<file path="src/rtl/b01_pkg.sv">
// Shared types and default sizes for the b01 serial result collector.
package b01_pkg;

  localparam int unsigned B01_WIDTH = 8;
  localparam int unsigned B01_CNT_W = 8;

  // IDLE: no bits of the current word held; COLLECT: 1..WIDTH-1 bits held.
  typedef enum logic {
    B01_IDLE    = 1'b0,
    B01_COLLECT = 1'b1
  } b01_state_e;

endpackage

</file>
<file path="src/rtl/b01_stream_collector_if.sv">
// Serial input, word output handshake and status bundle of the b01 collector.
interface b01_stream_collector_if
  import b01_pkg::*;
#(
  parameter int unsigned WIDTH = B01_WIDTH,
  parameter int unsigned CNT_W = B01_CNT_W
);

  logic             bit_valid;
  logic             outp;
  logic             overflw;
  logic             clr;
  logic [WIDTH-1:0] word_data;
  logic             word_ovf;
  logic             word_valid;
  logic             word_ready;
  logic [CNT_W-1:0] ovf_count;
  logic             lost;

  // Environment side: produces the serial stream and consumes words.
  modport master (
    output bit_valid, outp, overflw, clr, word_ready,
    input  word_data, word_ovf, word_valid, ovf_count, lost
  );

  // Collector side.
  modport slave (
    input  bit_valid, outp, overflw, clr, word_ready,
    output word_data, word_ovf, word_valid, ovf_count, lost
  );

endinterface

</file>
<file path="src/rtl/b01_word_hold.sv">
// One-entry valid/ready holding register; a load while full and stalled is dropped.
module b01_word_hold #(
  parameter int unsigned WIDTH = 8
) (
  input  logic             clock,
  input  logic             reset,
  input  logic             load,
  input  logic [WIDTH-1:0] load_data,
  input  logic             load_ovf,
  input  logic             ready,
  output logic             valid,
  output logic [WIDTH-1:0] data,
  output logic             ovf,
  output logic             drop_c
);

  logic take_c;

  // Accept a new word when empty or when the held word leaves this cycle.
  assign take_c = load & (~valid | ready);
  assign drop_c = load & valid & ~ready;

  // Holding register; data stays put until replaced.
  always_ff @(posedge clock or posedge reset) begin
    if (reset) begin
      valid <= 1'b0;
      data  <= '0;
      ovf   <= 1'b0;
    end else if (take_c) begin
      valid <= 1'b1;
      data  <= load_data;
      ovf   <= load_ovf;
    end else if (valid && ready) begin
      valid <= 1'b0;
    end
  end

endmodule

</file>
<file path="src/rtl/b01_stream_collector.sv">
// Deserialises the b01 outp stream LSB-first into words with an overflow tag.
module b01_stream_collector
  import b01_pkg::*;
#(
  parameter int unsigned WIDTH = B01_WIDTH,
  parameter int unsigned CNT_W = B01_CNT_W
) (
  input logic                   clock,
  input logic                   reset,
  b01_stream_collector_if.slave bus
);

  localparam int unsigned   CW   = $clog2(WIDTH);
  localparam logic [CW-1:0] LAST = CW'(WIDTH - 1);

  b01_state_e       state_q, state_d;
  logic [CW-1:0]    bit_cnt_q;
  logic [WIDTH-1:0] shift_q;
  logic             povf_q;
  logic [CNT_W-1:0] ovf_count_q;
  logic             lost_q;

  logic             accept_c;
  logic             complete_c;
  logic [WIDTH-1:0] new_word_c;
  logic             new_ovf_c;
  logic             drop_c;
  logic             hold_valid;
  logic [WIDTH-1:0] hold_data;
  logic             hold_ovf;

  // State register.
  always_ff @(posedge clock or posedge reset) begin
    if (reset) state_q <= B01_IDLE;
    else       state_q <= state_d;
  end

  // Next state: leave COLLECT on flush or when the last bit of a word lands.
  always_comb begin
    state_d = state_q;
    case (state_q)
      B01_IDLE:    if (accept_c) state_d = B01_COLLECT;
      B01_COLLECT: if (bus.clr || complete_c) state_d = B01_IDLE;
      default:     state_d = B01_IDLE;
    endcase
  end

  // FSM strobes: clr masks any bit offered in the same cycle.
  always_comb begin
    accept_c   = 1'b0;
    complete_c = 1'b0;
    accept_c   = bus.bit_valid & ~bus.clr;
    if (state_q == B01_COLLECT && bit_cnt_q == LAST) complete_c = accept_c;
  end

  // The last bit bypasses the shifter straight into the holding register.
  assign new_word_c = {bus.outp, shift_q[WIDTH-2:0]};
  assign new_ovf_c  = povf_q | bus.overflw;

  // Bit counter, shifter and partial overflow of the word in progress.
  always_ff @(posedge clock or posedge reset) begin
    if (reset) begin
      bit_cnt_q <= '0;
      shift_q   <= '0;
      povf_q    <= 1'b0;
    end else if (bus.clr || complete_c) begin
      bit_cnt_q <= '0;
      shift_q   <= '0;
      povf_q    <= 1'b0;
    end else if (accept_c) begin
      bit_cnt_q          <= bit_cnt_q + CW'(1);
      shift_q[bit_cnt_q] <= bus.outp;
      povf_q             <= povf_q | bus.overflw;
    end
  end

  // Saturating count of accepted overflow bits.
  always_ff @(posedge clock or posedge reset) begin
    if (reset) ovf_count_q <= '0;
    else if (accept_c && bus.overflw && ovf_count_q != '1)
      ovf_count_q <= ovf_count_q + CNT_W'(1);
  end

  // Sticky record of any completed word that found the output stalled.
  always_ff @(posedge clock or posedge reset) begin
    if (reset)       lost_q <= 1'b0;
    else if (drop_c) lost_q <= 1'b1;
  end

  b01_word_hold #(.WIDTH(WIDTH)) u_hold (
    .clock     (clock),
    .reset     (reset),
    .load      (complete_c),
    .load_data (new_word_c),
    .load_ovf  (new_ovf_c),
    .ready     (bus.word_ready),
    .valid     (hold_valid),
    .data      (hold_data),
    .ovf       (hold_ovf),
    .drop_c    (drop_c)
  );

  assign bus.word_valid = hold_valid;
  assign bus.word_data  = hold_data;
  assign bus.word_ovf   = hold_ovf;
  assign bus.ovf_count  = ovf_count_q;
  assign bus.lost       = lost_q;

endmodule

</file>
<file path="src/flat_wrapper.sv">
// flat-port wrapper written by rule: the top's interface ports become plain ports
module b01_stream_collector_flat import b01_pkg::*;
#(
  parameter int unsigned WIDTH = B01_WIDTH,
  parameter int unsigned CNT_W = B01_CNT_W
)
  (clock, reset, bus_bit_valid, bus_outp, bus_overflw, bus_clr, bus_word_ready, bus_word_data, bus_word_ovf, bus_word_valid, bus_ovf_count, bus_lost);
  b01_stream_collector_if #(.WIDTH(WIDTH), .CNT_W(CNT_W)) bus_i ();
  input logic clock;
  input logic reset;
  input wire logic [$bits(bus_i.bit_valid)-1:0] bus_bit_valid;
  input wire logic [$bits(bus_i.outp)-1:0] bus_outp;
  input wire logic [$bits(bus_i.overflw)-1:0] bus_overflw;
  input wire logic [$bits(bus_i.clr)-1:0] bus_clr;
  input wire logic [$bits(bus_i.word_ready)-1:0] bus_word_ready;
  output wire logic [$bits(bus_i.word_data)-1:0] bus_word_data;
  output wire logic [$bits(bus_i.word_ovf)-1:0] bus_word_ovf;
  output wire logic [$bits(bus_i.word_valid)-1:0] bus_word_valid;
  output wire logic [$bits(bus_i.ovf_count)-1:0] bus_ovf_count;
  output wire logic [$bits(bus_i.lost)-1:0] bus_lost;
  assign bus_i.bit_valid = bus_bit_valid;
  assign bus_i.outp = bus_outp;
  assign bus_i.overflw = bus_overflw;
  assign bus_i.clr = bus_clr;
  assign bus_i.word_ready = bus_word_ready;
  assign bus_word_data = bus_i.word_data;
  assign bus_word_ovf = bus_i.word_ovf;
  assign bus_word_valid = bus_i.word_valid;
  assign bus_ovf_count = bus_i.ovf_count;
  assign bus_lost = bus_i.lost;
  b01_stream_collector #(.WIDTH(WIDTH), .CNT_W(CNT_W)) u_core (.clock(clock), .reset(reset), .bus(bus_i));
endmodule
</file>
<file path="config.mk">
export PLATFORM = sky130hd
export DESIGN_NAME = b01_stream_collector_flat
export DESIGN_NICKNAME = d
export VERILOG_FILES = /design/src/rtl/b01_pkg.sv /design/src/rtl/b01_stream_collector_if.sv /design/src/rtl/b01_word_hold.sv /design/src/rtl/b01_stream_collector.sv /design/src/flat_wrapper.sv
export SDC_FILE = /design/constraint.sdc
export NUM_CORES = 1
export LEC_CHECK = 0
export ABC_AREA = 1
export BUFFER_PORTS_ARGS = -buffer_cell sky130_fd_sc_hd__buf_2
export CAP_MARGIN = 30
export CORE_ASPECT_RATIO = 0.8
export CORE_MARGIN = 2
export CORE_UTILIZATION = 35
export DETAILED_ROUTE_END_ITERATION = 10
export GPL_ROUTABILITY_DRIVEN = 0
export GPL_TIMING_DRIVEN = 0
export PLACE_DENSITY_LB_ADDON = 0.12
export SETUP_SLACK_MARGIN = 0.4
export SLEW_MARGIN = 40
export SYNTH_ARGS = -nofsm -noshare
export SYNTH_HDL_FRONTEND = slang
export SYNTH_SLANG_ARGS = --single-unit
</file>
<file path="constraint.sdc">
create_clock -name clock -period 3.3 [get_ports clock]
set_input_delay 0.165 -clock clock [delete_from_list [all_inputs] [get_ports clock]]
set_output_delay 0.165 -clock clock [all_outputs]
set_load 0.02 [all_outputs]
</file>
# [Word-level counts from Yosys, hierarchy flattened]
# Index checks and enable logic that the tools add are counted.
# W data, S select, Z words.
[totals] ff_bits=32 input_bits=7 output_inout_bits=19 word_cells=48
[op_classes] add_sub_neg=2 magnitude_cmp=2 n_eq_ne=2 n_mux=15 n_bitwise=10 n_reduce_logical=8
[op_table] operator="$mux W8" n=2
[op_table] operator="$add A8 B1 Y8 const B" n=1
[op_table] operator="$bwmux W8" n=1
[op_table] operator="$mux W1" n=8
[op_table] operator="$ne A8 B8 Y1 const B" n=1
[op_table] operator="$mux W3" n=2
[op_table] operator="$logic_and A1 B1 Y1" n=5
[op_table] operator="$and A1 B1 Y1" n=4
[op_table] operator="$lt A3 B4 Y1 const B" n=1
[op_table] operator="$not A1 Y1" n=4
[op_table] operator="$reduce_bool A2 Y1" n=2
[op_table] operator="$add A3 B1 Y3 const B" n=1
[op_table] operator="$demux W1 S3" n=1
[op_table] operator="$eq A3 B3 Y1 const B" n=1
[op_table] operator="$ge A3 B1 Y1 const B" n=1
[op_table] operator="$or A1 B1 Y1" n=2
[op_table] operator="$pmux W1 S2" n=1
[op_table] operator="$logic_or A1 B1 Y1" n=1

# [Depth between registers and ports, before layout]
# Gate-level depths: netlist (run 1).
[depth] word_depth=7 mapped_depth=8 ltp_nobuf=8

# [By module]
# Synthesis (run 1) repeated with hierarchy kept, for this count alone.
[unflattened] hier_cells=187 area_unflattened_um2=1510.2
[modules_own_cells] mod="b01_stream_collector" n_inst=1 cells_per_inst=141 area_per_inst_um2=1093.5 seq_area_each_um2=525.5
[modules_own_cells] mod="b01_word_hold" n_inst=1 cells_per_inst=46 area_per_inst_um2=416.6 seq_area_each_um2=250.2

# [Worst setup path after synthesis (run 1)]
# OpenSTA, ideal clock, no wires.
[synth_timing] path_type="register to register" from="register u_core.bit_cnt_q[1]" to="register u_core.u_hold.ovf" setup_time_ns=0.119 t_arrival_ns=1.264 required_time_ns=3.181 setup_slack_ns=1.916 stages_incl_launch_ff=9 n_path_buf=1 synth_period_minus_slack_ns=1.384 cell_sequence="dfrtp_1 > ha_1 > ha_1 > nand2_1 > nor2_4 > nand2_2 > buf_6 > nand2_1 > o21ai_2"
[synth_via] elab_chain_cells=4
[synth_rtl] element="from (decl)" line="b01_stream_collector.sv:17" text="logic [CW-1:0] bit_cnt_q;"
[synth_rtl] element="from (signal assigned)" line="b01_stream_collector.sv:71" text="bit_cnt_q <= bit_cnt_q + CW'(1);"
[synth_rtl] element="$eq A3 B3 Y1" line="b01_stream_collector.sv:53" text="if (state_q == B01_COLLECT && bit_cnt_q == LAST) complete_c = accept_c;"
[synth_rtl] element="$logic_and A1 B1 Y1" line="b01_stream_collector.sv:53"
[synth_rtl] element="$mux W1" line="b01_stream_collector.sv:53"
[synth_rtl] element="$and A1 B1 Y1" line="b01_word_hold.sv:20" text="assign take_c = load & (~valid | ready);"
[synth_rtl] element="to (signal assigned)" line="b01_word_hold.sv:32" text="ovf <= load_ovf;"
[synth_rtl] element="to (decl)" line="b01_word_hold.sv:13" text="output logic ovf,"
# No other way between the ends.
# A chain may end at the register's enable or synchronous reset.

# [Worst setup path in the final report (run 1)]
[layout_timing] from="register u_core.bit_cnt_q[0]" to="register u_core.bit_cnt_q[0]"
[layout_via] elab_chain_cells=5 elab_cells_between_ends=8 cone_classes="1 x add/sub; 1 x eq/ne; 3 x mux; 3 x reduce/logical"
[layout_rtl] element="branches (longest 5 deep; another with $add A3 B1 Y3)"
# Parallel ways; which one is timed is not known. The select of a mux whose other input is x is not followed.

==> results of run 1 <==
-- sequential cells by signal (all words and copies together), names as in the netlist --
| register | count |
|---|---|
| u_core.bit_cnt_q | 3 |
| u_core.bus.lost | 1 |
| u_core.bus.ovf_count | 8 |
| u_core.povf_q | 1 |
| u_core.shift_q | 7 |
| u_core.state_q | 1 |
| u_core.u_hold.data | 8 |
| u_core.u_hold.ovf | 1 |
| u_core.u_hold.valid | 1 |
-- stage by stage --
| stage | util [%] | hold slack [ns] | cells | power (W) | area [µm²] |
|---|---|---|---|---|---|
| after floorplan | - | 0.269 | 187 | 0.000537 | 1510 |
| after global placement | 40.9 | 0.453 | 268 | 0.000583 | 1700 |
| after detailed placement | 40.9 | 0.309 | 268 | 0.000583 | 1700 |
| after CTS | 42.7 | 0.00605 | 274 | 0.000857 | 1770 |
| after global routing | 42.7 | 0.0424 | 274 | 0.000890 | 1770 |
| final | 42.7 | -0.0176 | 274 | 0.000844 | 1770 |
-- how the worst max path moves through the flow --
| stage | end | depth (start not counted) | from | slack [ns] |
|---|---|---|---|---|
| 2_1_floorplan | u_core.u_hold.ovf | 8 | u_core.bit_cnt_q[1] | 1.92 |
| 3_3_place_gp | u_core.bit_cnt_q[0] | 7 | u_core.bit_cnt_q[0] | 1.66 |
| 3_5_place_dp | u_core.bit_cnt_q[0] | 7 | u_core.bit_cnt_q[0] | 1.68 |
| 4_1_cts | u_core.bit_cnt_q[0] | 7 | u_core.bit_cnt_q[0] | 1.66 |
| 5_1_grt | u_core.shift_q[4] | 7 | u_core.bit_cnt_q[0] | 1.50 |
| 6_report | u_core.bit_cnt_q[0] | 7 | u_core.bit_cnt_q[0] | 1.67 |
-- layer usage --
metal | GRT usage (%) | vias up
li1 | - | 647
met5 | 0 | -
met1 | 22.5 | 530
met4 | 5.36 | 0
met3 | 4.62 | 4
met2 | 18.3 | 15
-- power by group --
group	switching (W)	total, W	leakage [nW]	internal [W]
Combinational	0.0000845	0.000132	0.487	0.0000470
Clock	0.000130	0.000271	0.0371	0.000140
Sequential	0.0000354	0.000442	0.413	0.000407
-- cell families (layout without fill, tap and decap cells) --
logic type | Yosys count | count (layout) | synth area share (%)
xor+xnor | 2 | 2 | 1.16
simple gates | 110 | 110 | 31.8
compound gates | 16 | 16 | 6.14
flops | 31 | 31 | 51.5
fa+ha+maj | 3 | 3 | 2.49
buf+inv | 25 | 55 | 6.97
-- synthesized netlist by cell type, types with 2 or more instances --
cell     instances
nand2_1         60
dfrtp_1         31
nor2_1          22
inv_1           19
nand3_1         15
o21ai_0          6
nand2_2          4
nor3_1           4
a21oi_1          3
ha_1             3
inv_2            3
nor2_4           3
o21ai_1          3
o21ai_2          2
xnor2_1          2
-- worst max-delay path, stage by stage (launching register included) --
cell and delay, ns:
dfrtp_1 0.43, ha_1 0.22, ha_1 0.17, nand2_1 0.16, nor2_4 0.08, nor2_4 0.22, nand2_2 0.10, o21ai_1 0.16
-- cell type report --
cell class | count | area [µm²]
tap | 57 | 71.3
timing repair buffer | 24 | 120
buffer | 3 | 22.5
inverter | 22 | 82.6
sequential | 31 | 776
multi-input combinational | 131 | 627
clock buffer | 6 | 72.6
fill | 466 | 2380
==> flow_summary.toml, run 1 <==
[global_route]
grt.overflow.total = 0
grt_max_degree = 32
grt_first_pass_wirelength_mm = 5.46
globalRouteTotalUtil_pct = 14.4
antenna_found_initial = 0
grt_pass1_vias = 1137

[run_status]
violations = "negative hold slack"
status = "complete, but fails checks"

[drt]
drc_errors = 0
wl_met3_um = 114
drtIter0Drc = 54
wirelength_mm = 3.03
wl_met2_mm = 1.14
drt-pass1-iter-count = 4
wl_per_cell_um = 11.1
vias = 1196
top_layer = "met4"
antenna_left = 0
vias_per_cell = 4.36
wl_met1_mm = 1.74

[synthesis]
yosysUniqueCellTypes = 22
syn_inst = 187
synth_top_area_share_pct = 51.5
yosys.area.top_type = "dfrtp_1"
seq_area_frac_synth_pct = 51.5
syn_area_mm2 = 0.00151
synth_edf_count = 0
synth_nets = 197
syn_area_per_cell_um2 = 8.06
async_flop_share_pct = 100
yosys_register_bits = 31
synth.area.top_cells = "dfrtp_1 51%, nand2_1 15%, nor2_1 5.5%"
synth_ff_type = "dfrtp_1"
ys_warn_count = 0

[power_and_ir_drop]
ir_drop_mv = 0.163
p_leak_nw = 0.937
p_per_area_mw_per_mm2 = 477

[timing]
slew_headroom_pct = 55.6
rsz0062_at_grt = "false"
fin_crit_sh_pct = 49.4
fmax_mhz = 614
hold_ws_ns = -0.0176
finalMaxSlewViolations = 0
tns_ns = 0
finalSetupViolations = 0
period_minus_slack_ns = 1.63
worst_pin_slew_ns = 0.665
skew_ns = 0.00411
hold_violations = 31
worst_slack_ns = 1.67

[setup_path]
arrival_ns = 1.82
r2r_cells = 7
start_kind = "flip-flop"
rr_endpoint = "u_core.bit_cnt_q[0]"
r2r-start = "u_core.bit_cnt_q[0]"
crit_required_ns = 3.49
crit_type = "reg -> reg"
r2r_slack_ns = 1.67
critPathMaxFanout = 10
critPathCaptureType = "flip-flop"

[final_layout]
mostFrequentLayoutCell = "nand2_1"
nets = 228
drive_gt1_share_pct = 20.7
antenna_cells = 0
areaGrowthSynthToFinish_pct = 17.5
final_cell_mix = "60 x nand2_1, 31 x dfrtp_1, 24 x buf_2, 22 x nor2_1, 18 x inv_1"

[die]
rows = 21
die_w_um = 77.4
die-height_um = 62.7
die_area_mm2 = 0.00485
core_area_mm2 = 0.00415
pin_count = 26
start_util_pct = 36.3

[clocking]
clock_latency_ns = 0.28
path_clk_slew_ns = 0.06
clockBufferDepth = 2
cts_resized = 0
tritoncts = "yes"
cts_made_buffers = 5
htree_levels = 2
holdBufCountCts = 0
clock-sinks = 31
postCtsSetupBuffers = 0
clock-root-buffer = "clkbuf_8"

[worst_hold_path]
min-delay-path-class = "in -> async"

[placement]
place.port_buffers = 24
dp_slack_ns = 1.68
hpwl_mm = 2.19

[run]
cap_violations = 0
No activity file was read; power rests on OpenSTA's default activity.
==> run 2: changes to the inputs <==
Settings changed: ABC_AREA 1 to 0.
Clock period 3.3 ns to 1.7 ns, I/O delays scaled along.
==> flow_summary.toml, run 2 <==
[run_status]
status = "completed"

[synthesis]
yosys.area.top_type = "dfrtp_1"
synth_ff_type = "dfrtp_1"
yosys.area_share.simple_pct = 19.7
synth_nets = 134
synth_edf_count = 0
yosys_register_bits = 31
synthTopCellsByCount = "31 x dfrtp_1, 16 x nor2_1, 9 x mux2_1"
synth.area.mux_share_pct = 13.3
ys_warn_count = 0
seq_area_frac_synth_pct = 54.0
yosysMostFrequentCell = "dfrtp_1"
syn_area_per_cell_um2 = 11.6
syn_inst = 124
synthAdderAreaFrac_pct = 2.61
synth_top_family_by_area = "simple AND/OR/NAND/NOR gates"
yosysUniqueCellTypes = 35
async_flop_share_pct = 100
synth.area.top_cells = "dfrtp_1 54%, mux2_1 7.1%, mux2i_1 4.2%"
synth-compound-area-share_pct = 6.01
synth_xor_area_share_pct = 1.83
synth_top_area_share_pct = 54.0
syn_area_mm2 = 0.00144

[placement]
placed_cell_area_mm2 = 0.00167
place.port_buffers = 25
place_inst = 204
hpwl_mm = 1.89
dp_slack_ns = -0.148

[timing]
fmax_mhz = 618
skew_ns = 0.00729
finalSetupViolations = 0
hold_violations = 0
period_minus_slack_ns = 1.62
worst_slack_ns = 0.0826
hold_ws_ns = 0.0878
fin_crit_sh_pct = 95.1
finalMaxSlewViolations = 0
slew_headroom_pct = 55.4
rsz0062_at_grt = "true"
worst_pin_slew_ns = 0.668

[final_layout]
final_cells = 229
areaGrowthSynthToFinish_pct = 40.9
antenna_cells = 0
fillers = 375
final_cell_mix = "26 x buf_2, 22 x dfrtp_1, 12 x buf_4, 12 x nor2_1, 11 x mux2_4"
final_cell_area_mm2 = 0.00202
nets = 183
seq_area_um2 = 787
drive_gt1_share_pct = 54.0
multi_input_area_um2 = 742
mostFrequentLayoutCell = "buf_2"

[clocking]
tritoncts = "yes"
path_clk_slew_ns = 0.06
clock-root-buffer = "clkbuf_8"
cts_made_buffers = 5
clock_latency_ns = 0.28
htree_levels = 2
clockBufferDepth = 2
clock-sinks = 31

[die]
die_w_um = 75.6
die-height_um = 61.3
pin_count = 26
start_util_pct = 37.0
core_area_mm2 = 0.00388
rows = 20
die_area_mm2 = 0.00464

[drt]
drtIter0Drc = 47
wl_per_cell_um = 13.8
drc_errors = 0
drt-pass1-iter-count = 4
antenna_left = 0
vias_per_cell = 4.73
vias = 1084
wirelength_mm = 3.17

[setup_path]
critPathMaxFanout = 5
start_kind = "flip-flop"
crit_type = "reg -> reg"
crit_required_ns = 1.86
critPathLaunch = "u_core.bit_cnt_q[0]"
arrival_ns = 1.78
r2r-start = "u_core.bit_cnt_q[0]"
r2r_cells = 6
critPathCaptureType = "flip-flop"

[power_and_ir_drop]
finalPower_w = 0.00187
ir_drop_mv = 0.495
p_leak_nw = 0.960
p_per_area_mw_per_mm2 = 922

[global_route]
grt_first_pass_wirelength_mm = 5.12
grt_pass1_vias = 1085
grt_max_degree = 32
grt.overflow.total = 0
antenna_found_initial = 0
globalRouteTotalUtil_pct = 15.5

[worst_hold_path]
min_delay_path_depth = 2
worstHoldStart = "bus_clr"
min-delay-path-class = "in -> reg"

[run]
cap_violations = 0
[run 2: changes by cell type after synthesis, moves of 5 or more]
cell     delta
nor2_1      -6
mux2_1      +9
inv_1      -16
nand2_1    -53
mux2i_1     +6
nand3_1    -11
o21ai_0     -5
[run 2: what timing repair did]
| item | in CTS | in global routing |
|---|---|---|
| hold buffers | 1 | 0 |
| setup buffers | 10 | 4 |
| cloned | 1 | 1 |
| resized for setup | 20 | 15 |
| pin swaps | 4 | 4 |
| endpoints found under the setup margin | 20 | 24 |
| hold endpoints to repair | 31 | 0 |
[run 2: cell families after synthesis]
kind of cell / Yosys count
XOR/XNOR: 3
multiplexers: 17
flip-flops: 31
AO/OA/AOI/OAI: 13
adder cells (fa/ha/maj): 3
buffers and inverters: 8
AND/OR/NAND/NOR: 49
[run 2: stage by stage]
stage / utilization [%] / setup TNS [ns]
2_1_floorplan: - / 0
3_3_place_gp: 43.1 / -0.864
3_5_place_dp: 43.1 / -1.12
4_1_cts: 49.6 / 0
5_1_grt: 52.2 / -0.0172
6_report: 52.2 / 0
[run 2: worst paths after layout]
kind                       slack [ns]                       to
max                              0.08    u_core.u_hold.data[7]
max reg2reg                      0.08    u_core.u_hold.data[7]
min in group asynchronous        0.45  u_core.bus.ovf_count[2]
max in group asynchronous        0.78      u_core.bit_cnt_q[1]
min reg2reg                      0.48          u_core.bus.lost
min                              0.09      u_core.bit_cnt_q[2]
[run 2: routing by layer]
metal	routed length [µm]	track usage (%)
met4	23	5.26
met2	1450	23.6
met1	1570	20.2
met3	124	6.38
met5	0	0
[run 2: layout make-up]
class                      count  area share (%)
sequential                    31            38.9
multi-input combinational     85            36.7
buffer                         4            1.92
clock inverter                 1           0.247
clock buffer                   7            3.77
timing repair buffer          42            14.2
inverter                       4           0.866
tap                           55            3.40
[run 2: worst max-delay path, cell delays in order, from the launching register on]
cell and delay, ns:
dfrtp_1 0.39, ha_4 0.15, ha_4 0.13, nand4b_1 0.14, nor2b_2 0.21, buf_6 0.17, mux2_4 0.30
[run 2: report_power, final]
part | internal (W) | total (W) | switching [W]
Sequential | 0.000812 | 0.000895 | 0.0000823
Clock | 0.000287 | 0.000550 | 0.000263
Combinational | 0.000184 | 0.000422 | 0.000238
==> run 3: changes to the inputs <==
Clock period 1.7 ns to 2 ns, I/O delays scaled along.
==> flow_summary.toml, run 3 (synthesis gave the netlist of run 2 again) <==
[global_route]
grt_pass1_vias = 1090
grt_first_pass_wirelength_mm = 5.18
antenna_found_initial = 0
globalRouteTotalUtil_pct = 15.9
grt_max_degree = 32
grt.overflow.total = 0

[power_and_ir_drop]
ir_drop_mv = 0.621
p_leak_nw = 0.937
clkPwrFrac_pct = 33.3
seqPwrFrac_pct = 46.8
comb_power_share_pct = 19.9
p_per_area_mw_per_mm2 = 832
power_switching_w = 0.000471
cellInternalPower_w = 0.00113
sw_frac_of_total_pct = 29.4

[drt]
vias = 1091
drtIter0Drc = 73
antenna_left = 0
wirelength_mm = 3.13
drc_errors = 0
wl_per_cell_um = 13.7
drt-pass1-iter-count = 4
vias_per_cell = 4.79

[setup_path]
arrival_ns = 1.79
r2r_slack_ns = 0.37
cpMostUsedCell = "ha_4"
rr_endpoint = "u_core.u_hold.data[0]"
crit_type = "reg -> reg"
crit_slowest_cell = "dfrtp_2"
r2r-start = "u_core.bit_cnt_q[1]"
cpPeakStageDelay_ns = 0.39
crit_required_ns = 2.16
r2r_cells = 6
start_kind = "flip-flop"
critPathMaxFanout = 5
path_cells = "ha_4 -> ha_4 -> nand4b_1 -> nor2b_2 -> buf_6 -> mux2_4"
critPathCaptureType = "flip-flop"

[worst_hold_path]
worstHoldStart = "bus_clr"
min_to = "u_core.bit_cnt_q[1]"
min-delay-path-class = "in -> reg"
min_delay_path_depth = 2

[timing]
finalMaxSlewViolations = 0
hold_violations = 0
fin_crit_sh_pct = 81.4
tns_ns = 0
period_minus_slack_ns = 1.63
slew_headroom_pct = 56.7
fmax_mhz = 614
worst_pin_slew_ns = 0.649
skew_ns = 0.00593
rsz0062_at_grt = "true"
finalSetupViolations = 0

[clocking]
clock-sinks = 31
tritoncts = "yes"
cts_made_buffers = 5
clock_latency_ns = 0.28
clock-root-buffer = "clkbuf_8"
htree_levels = 2
clockBufferDepth = 2
path_clk_slew_ns = 0.06

[final_layout]
final_cell_area_mm2 = 0.00193
areaGrowthSynthToFinish_pct = 34.2
drive_gt1_share_pct = 43.9
mostFrequentLayoutCell = "dfrtp_1"
nets = 182
antenna_cells = 0
final_cell_mix = "27 x dfrtp_1, 26 x buf_2, 16 x nor2_1, 15 x buf_4, 10 x mux2_4"

[die]
start_util_pct = 37.0
rows = 20
core_area_mm2 = 0.00388
die-height_um = 61.3
die_w_um = 75.6
die_area_mm2 = 0.00464
pin_count = 26

[placement]
place.port_buffers = 25
hpwl_mm = 1.96
placed_cell_area_mm2 = 0.00165

[run_status]
status = "completed"

[run]
cap_violations = 0
-- run 3: cell types whose count changed in the layout (fill, tap and decap cells not counted), moves of 2 or more --
cell	delta
nor2_2	-3
dfrtp_2	-5
a21oi_2	-2
nor2_1	+4
buf_4	+3
buf_6	-3
clkbuf_8	+2
dfrtp_1	+5
a21oi_1	+2
-- run 3: stage by stage --
step | worst slack, ns | instances | total power (W) | hold WS (ns) | util (%)
after floorplan | 0.378 | 124 | 0.000936 | 0.163 | -
after global placement | 0.191 | 204 | 0.00102 | 0.367 | 42.5
after detailed placement | 0.144 | 204 | 0.00103 | 0.231 | 42.5
after CTS | 0.394 | 221 | 0.00159 | 0.0581 | 47.7
after global routing | 0.308 | 228 | 0.00171 | 0.0595 | 49.7
final | 0.372 | 228 | 0.00160 | 0.0717 | 49.7
-- run 3: area by class of cell --
cell class              count  area [µm²]
plain buffers               4        27.5
clock buffers               8         100
fillers                   362        1950
inverters                   4        15.0
multi-input cells          85         684
flip-flops and latches     31         781
well taps                  55        68.8
repair buffers             41         251
-- run 3: repair_timing --
action	4_1_cts	5_1_grt
pin swaps	0	2
hold buffers	1	0
buffers inserted	7	7
resized for setup	10	7
cloned	1	0
hold endpoints to repair	31	0
endpoints found under the setup margin	18	9
-- run 3: worst max-delay path: cells and delay by family, from the launching register on --
kind	cells	cell delay, ns
multiplexers	1	0.30
AND/OR/NAND/NOR	2	0.35
adder cells (fa/ha/maj)	2	0.28
flip-flops	1	0.39
buffers and inverters	1	0.18
-- run 3: how the worst max path moves through the flow --
stage                              startpoint                     to  slack [ns]
after floorplan           u_core.bit_cnt_q[1]  u_core.u_hold.data[0]        0.38
after global placement    u_core.bit_cnt_q[1]  u_core.u_hold.data[2]        0.19
after detailed placement  u_core.bit_cnt_q[1]  u_core.u_hold.data[5]        0.14
after CTS                 u_core.bit_cnt_q[1]  u_core.u_hold.data[6]        0.39
after global routing      u_core.bit_cnt_q[0]  u_core.u_hold.data[6]        0.31
final                     u_core.bit_cnt_q[1]  u_core.u_hold.data[0]        0.37
-- run 3: power groups by stage --
stage,logic (W),registers (W),clock network (W)
after floorplan,0.000118,0.000818,0
after global placement,0.000258,0.000766,0
after detailed placement,0.000261,0.000770,0
after CTS,0.000273,0.000756,0.000559
after global routing,0.000353,0.000760,0.000598
final,0.000319,0.000751,0.000533
-- run 3: routing by layer --
layer | track usage, % | part of all wire [%]
met2 | 22.7 | 45
met1 | 20.9 | 47
met5 | 0 | 0
met4 | 7.02 | 2.6
met3 | 7.36 | 5.4
